--- src/rtl/pipelined_addsub_core.sv ---
// Pipelined add/subtract core: one BLOCK-bit carry slice per register stage, valid/ready handshake.
// Optional `ADDSUB_ZERO_FLAG_EN adds a registered zero flag built from per-slice zero tests.
module pipelined_addsub_core #(
  parameter int WIDTH = 32,
  parameter int BLOCK = 4
) (
  input  logic             clk,
  input  logic             rst,
  input  logic             in_valid,
  output logic             in_ready,
  input  logic [WIDTH-1:0] a,
  input  logic [WIDTH-1:0] b,
  input  logic             cin,
  input  logic             op,
  output logic             out_valid,
  input  logic             out_ready,
  output logic [WIDTH-1:0] sum,
  output logic             cout,
`ifdef ADDSUB_ZERO_FLAG_EN
  output logic             zero,
`endif
  output logic             ovf
);

  localparam int STAGES = WIDTH / BLOCK;

  if ((WIDTH % BLOCK) != 0 || STAGES < 1) begin : g_param_err
    $error("pipelined_addsub_core: WIDTH must be a non-zero multiple of BLOCK");
  end

  typedef logic [WIDTH-1:0] word_t;

  word_t             a_q   [STAGES];
  word_t             bp_q  [STAGES];
  word_t             res_q [STAGES];
  word_t             a_d   [STAGES];
  word_t             bp_d  [STAGES];
  word_t             res_d [STAGES];
  logic [BLOCK:0]    sl    [STAGES];
  logic [STAGES-1:0] c_q, c_d;
  logic [STAGES-1:0] vld_q, vld_d;
  logic [STAGES-1:0] en;
  logic              ovf_q, ovf_d;
`ifdef ADDSUB_ZERO_FLAG_EN
  logic [STAGES-1:0] z_q, z_d;
`endif

  function automatic logic [BLOCK:0] slice_add(input logic [BLOCK-1:0] x,
                                               input logic [BLOCK-1:0] y,
                                               input logic             c);
    return {1'b0, x} + {1'b0, y} + {{BLOCK{1'b0}}, c};
  endfunction

  // Ready chain runs back from the output; it never depends on in_valid.
  always_comb begin
    en = '0;
    en[STAGES-1] = !vld_q[STAGES-1] || out_ready;
    for (int k = STAGES - 2; k >= 0; k--) begin
      en[k] = !vld_q[k] || en[k+1];
    end
  end

  assign in_ready = en[0];

  // Slice arithmetic feeding each stage register
  always_comb begin
    vld_d[0] = in_valid;
    a_d[0]   = a;
    bp_d[0]  = op ? ~b : b;
    res_d[0] = '0;
    sl[0]    = slice_add(a[BLOCK-1:0], bp_d[0][BLOCK-1:0], op ? ~cin : cin);
    for (int k = 1; k < STAGES; k++) begin
      vld_d[k] = vld_q[k-1];
      a_d[k]   = a_q[k-1];
      bp_d[k]  = bp_q[k-1];
      res_d[k] = res_q[k-1];
      sl[k]    = slice_add(a_q[k-1][k*BLOCK +: BLOCK], bp_q[k-1][k*BLOCK +: BLOCK], c_q[k-1]);
    end
    c_d = '0;
    for (int k = 0; k < STAGES; k++) begin
      res_d[k][k*BLOCK +: BLOCK] = sl[k][BLOCK-1:0];
      c_d[k] = sl[k][BLOCK];
    end
    ovf_d = (a_d[STAGES-1][WIDTH-1] == bp_d[STAGES-1][WIDTH-1]) &&
            (res_d[STAGES-1][WIDTH-1] != a_d[STAGES-1][WIDTH-1]);
  end

`ifdef ADDSUB_ZERO_FLAG_EN
  always_comb begin
    z_d = '0;
    z_d[0] = ~|sl[0][BLOCK-1:0];
    for (int k = 1; k < STAGES; k++) begin
      z_d[k] = z_q[k-1] & ~|sl[k][BLOCK-1:0];
    end
  end
`endif

  // Stage registers; data only captured when a valid transaction moves in
  always_ff @(posedge clk or posedge rst) begin
    if (rst) begin
      vld_q <= '0;
      c_q   <= '0;
      ovf_q <= 1'b0;
`ifdef ADDSUB_ZERO_FLAG_EN
      z_q   <= '0;
`endif
      for (int k = 0; k < STAGES; k++) begin
        a_q[k]   <= '0;
        bp_q[k]  <= '0;
        res_q[k] <= '0;
      end
    end else begin
      for (int k = 0; k < STAGES; k++) begin
        if (en[k]) begin
          vld_q[k] <= vld_d[k];
          if (vld_d[k]) begin
            a_q[k]   <= a_d[k];
            bp_q[k]  <= bp_d[k];
            res_q[k] <= res_d[k];
            c_q[k]   <= c_d[k];
`ifdef ADDSUB_ZERO_FLAG_EN
            z_q[k]   <= z_d[k];
`endif
          end
        end
      end
      if (en[STAGES-1] && vld_d[STAGES-1]) begin
        ovf_q <= ovf_d;
      end
    end
  end

  assign out_valid = vld_q[STAGES-1];
  assign sum       = res_q[STAGES-1];
  assign cout      = c_q[STAGES-1];
  assign ovf       = ovf_q;
`ifdef ADDSUB_ZERO_FLAG_EN
  assign zero      = z_q[STAGES-1];
`endif

endmodule

--- config.mk ---
export PLATFORM = sky130hd
export DESIGN_NAME = pipelined_addsub_core
export DESIGN_NICKNAME = d
export VERILOG_FILES = /design/src/rtl/pipelined_addsub_core.sv
export SDC_FILE = /design/constraint.sdc
export NUM_CORES = 1
export LEC_CHECK = 0
export BUFFER_PORTS_ARGS = -buffer_cell sky130_fd_sc_hd__buf_2
export CORE_UTILIZATION = 54
export DETAILED_ROUTE_END_ITERATION = 16
export GPL_TIMING_DRIVEN = 0
export MAX_ROUTING_LAYER = met4
export PLACE_DENSITY = 0.74
export SETUP_SLACK_MARGIN = 0.1
export SYNTH_ARGS = -nofsm -noshare
export SYNTH_HDL_FRONTEND = slang
export SYNTH_SLANG_ARGS = --single-unit
--- constraint.sdc ---
create_clock -name clk -period 10.79 [get_ports clk]
set_input_delay 0.5395 -clock clk [delete_from_list [all_inputs] [get_ports clk]]
set_output_delay 0.5395 -clock clk [all_outputs]
set_load 0.005 [all_outputs]
==> results.cfg <==
[setup_path]
path_cells = nand4b_1, buf_2, or3_1, buf_2
required_ns = 10.25
rrSetupSlack_ns = 8.56
cpPeakStageDelay_ns = 0.42
rr_endpoint = a_d[169]
cp_max_fo = 10
crit_start = vld_q[7]
end_kind = output pin
startpoint_type = flop
reg2reg_depth = 5
crit_arrival_ns = 1.97
critPathKind = flop to output pin
path_common_cell = buf_2
critPathSlowestCell = or3_1
reg2reg_from = vld_q[7]

[timing]
setup-violations-final = 0
hold_viol = 0
worst_pin_slew_ns = 0.781
period_share_pct = 23.3
finClkSkew_ns = 0.0131
fin_hold_ws_ns = 0.0886
max_freq_mhz = 398
worst_slack_ns = 8.28
slew_violations = 0
timing.setup.tns_ns = 0
rsz0062_at_grt = false
relSlewSlack_pct = 47.9
fin_crit_ns = 2.51

[place]
placed_cell_area_mm2 = 0.0169
place_ws_ns = 8.23
portBuffers = 104
gp_congestion = 0.737
hpwl_um = 19500
placed_cells = 1549

[synthesis]
synth_area_leaders = dfrtp_1, mux2_2, mux2_4
synthCells = 1052
synth-compound-area-share_pct = 3.76
synthMuxAreaShare_pct = 23.6
synth_top_family_by_area = multiplexers
ys_seq_area_share_pct = 61.2
synth_xor_area_share_pct = 2.78
syn_area_mm2 = 0.0157
synth_cell_types = 32
synth_fp_nets = 1162
ys_ff_latch = 385
synth-simple-area-share_pct = 1.94
synth_area_leader_cell = dfrtp_1
yosysWarningCount = 0
synthAdderAreaFrac_pct = 3.94
synth_top_area_share_pct = 61.2
syn_area_per_cell_um2 = 15.0

[floorplan]
start_util_pct = 54.8
num_rows = 62
core-area_mm2 = 0.0287
io_pins = 106
die_x_um = 173
die_y_um = 173
die_area_mm2 = 0.0298

[cts]
cts_resized = 0
cts_tree = yes
clk_pin_slew_ns = 0.06
clk_root_buffer_cell = clkbuf_16
insertion_delay_ns = 0.53
cts_max_level = 2
cts_sinks = 385
post_cts_buffers = 0
clk_path_buf_depth = 3
cts_buffers = 38
cts_hold_buf = 0

[layout]
postLayoutCellArea_mm2 = 0.0182
drive_gt1_share_pct = 43.4
area.growth.synth_to_final_pct = 15.8
fin_nets = 1315
n_fill_cell = 2174
post-route-util_pct = 63.5
instances_no_fill = 1619
diodes = 0

[global_routing]
grtUsageTotal_pct = 19.3
grt_pass1_vias = 8669
grt_max_degree = 45
overflow = 0
grt_pass1_wl_um = 45000
antenna_found_initial = 0

[drt]
antenna_left = 0
viasPerCell = 5.05
vias = 8182
wl_um = 26600
dr.pass1.iters = 6
drt_first_iter_violations = 379
drc = 0
wire_per_inst_um = 16.4

[power_and_ir_drop]
power.total_mw = 5.09
power_density_mw_per_mm2 = 279
ir_worst_vdd_mv = 0.117
p_leak_nw = 8.45

[outcome]
outcome = complete, no violations

[worst_hold_path]
hp-class = input port to async pin

[flow_run]
cap_violations = 0
where the power goes:
part	leakage, nW	switching (mW)	total, mW	internal (mW)
Clock	0.654	0.536	1.34	0.802
Combinational	3.19	0.562	1.41	0.845
Sequential	4.60	0.335	2.35	2.01
Total	8.45	1.43	5.09	3.66
layout make-up:
class                           count  area, µm²  area share (%)
Buffer                             50        309            1.70
Tap cell                          384        480            2.64
Multi-Input combinational cell    583       5670            31.1
Timing Repair Buffer              113        701            3.84
Clock inverter                     16        136           0.748
Inverter                           34        131           0.721
Clock buffer                       54       1160            6.39
Sequential cell                   385       9630            52.9
layer usage:
layer / part of all wire (%) / track usage [%] / vias to the layer above
met2: 47 / 30.5 / 129
met3: 2.8 / 2.55 / 39
met1: 48 / 26.4 / 4066
li1: - / - / 3948
met5: 0 / - / -
met4: 2.1 / 5.90 / 0
synth_stat cells, drive strengths merged:
library cell	n
dfrtp	385
mux2	316
nand2	63
o21ai	61
buf	43
inv	34
xnor2	32
ha	24
a21oi	18
xor2	18
a21o	17
fa	16
clkbuf	7
nand2b	4
nor2	4
o31ai	3
a31o	1
a31oi	1
nand3b	1
nand4	1
nand4b	1
o31a	1
or3	1
logic make-up after synthesis:
kind of cell / Yosys count
flops: 385
mux: 316
fa+ha+maj: 40
xor+xnor: 50
simple gates: 75
compound gates: 102
buf+inv: 84
cells in the final DEF (no fill, tap or decap), types with 2 or more instances in the layout:
master,instances
nand2b_1,4
inv_1,33
clkbuf_8,9
buf_4,7
buf_1,5
dfrtp_1,385
o21ai_0,59
fa_1,16
clkbuf_16,41
nand2_1,63
a21oi_1,18
a21o_1,17
ha_1,24
xnor2_1,32
clkinv_2,12
buf_6,9
buf_2,126
mux2_1,2
bufinv_16,2
buf_12,9
xor2_1,18
clkinvlp_4,2
clkbuf_1,11
mux2_2,272
nor2_1,4
mux2_4,42
state kept, by name (all words and copies together), names as in the netlist:
register / count
res_d: 112
ovf: 1
c_q: 8
vld_q: 8
a_d: 112
bp_d: 112
sum: 32
critical path: cells and delay by family, from the launching register on:
| family | cells | cell delay, ns |
|---|---|---|
| AND/OR/NAND/NOR | 2 | 0.64 |
| buffers and inverters | 2 | 0.42 |
| flip-flops | 1 | 0.39 |
worst max path at each step:
stage / cells after the start / endpoint
finish: 4 / in_ready
global route: 4 / in_ready
CTS: 4 / in_ready
detailed placement: 6 / a_d[169]
global placement: 2 / sum[21]
floorplan: 1 / a_d[112]
No activity file was read; power rests on OpenSTA's default activity.
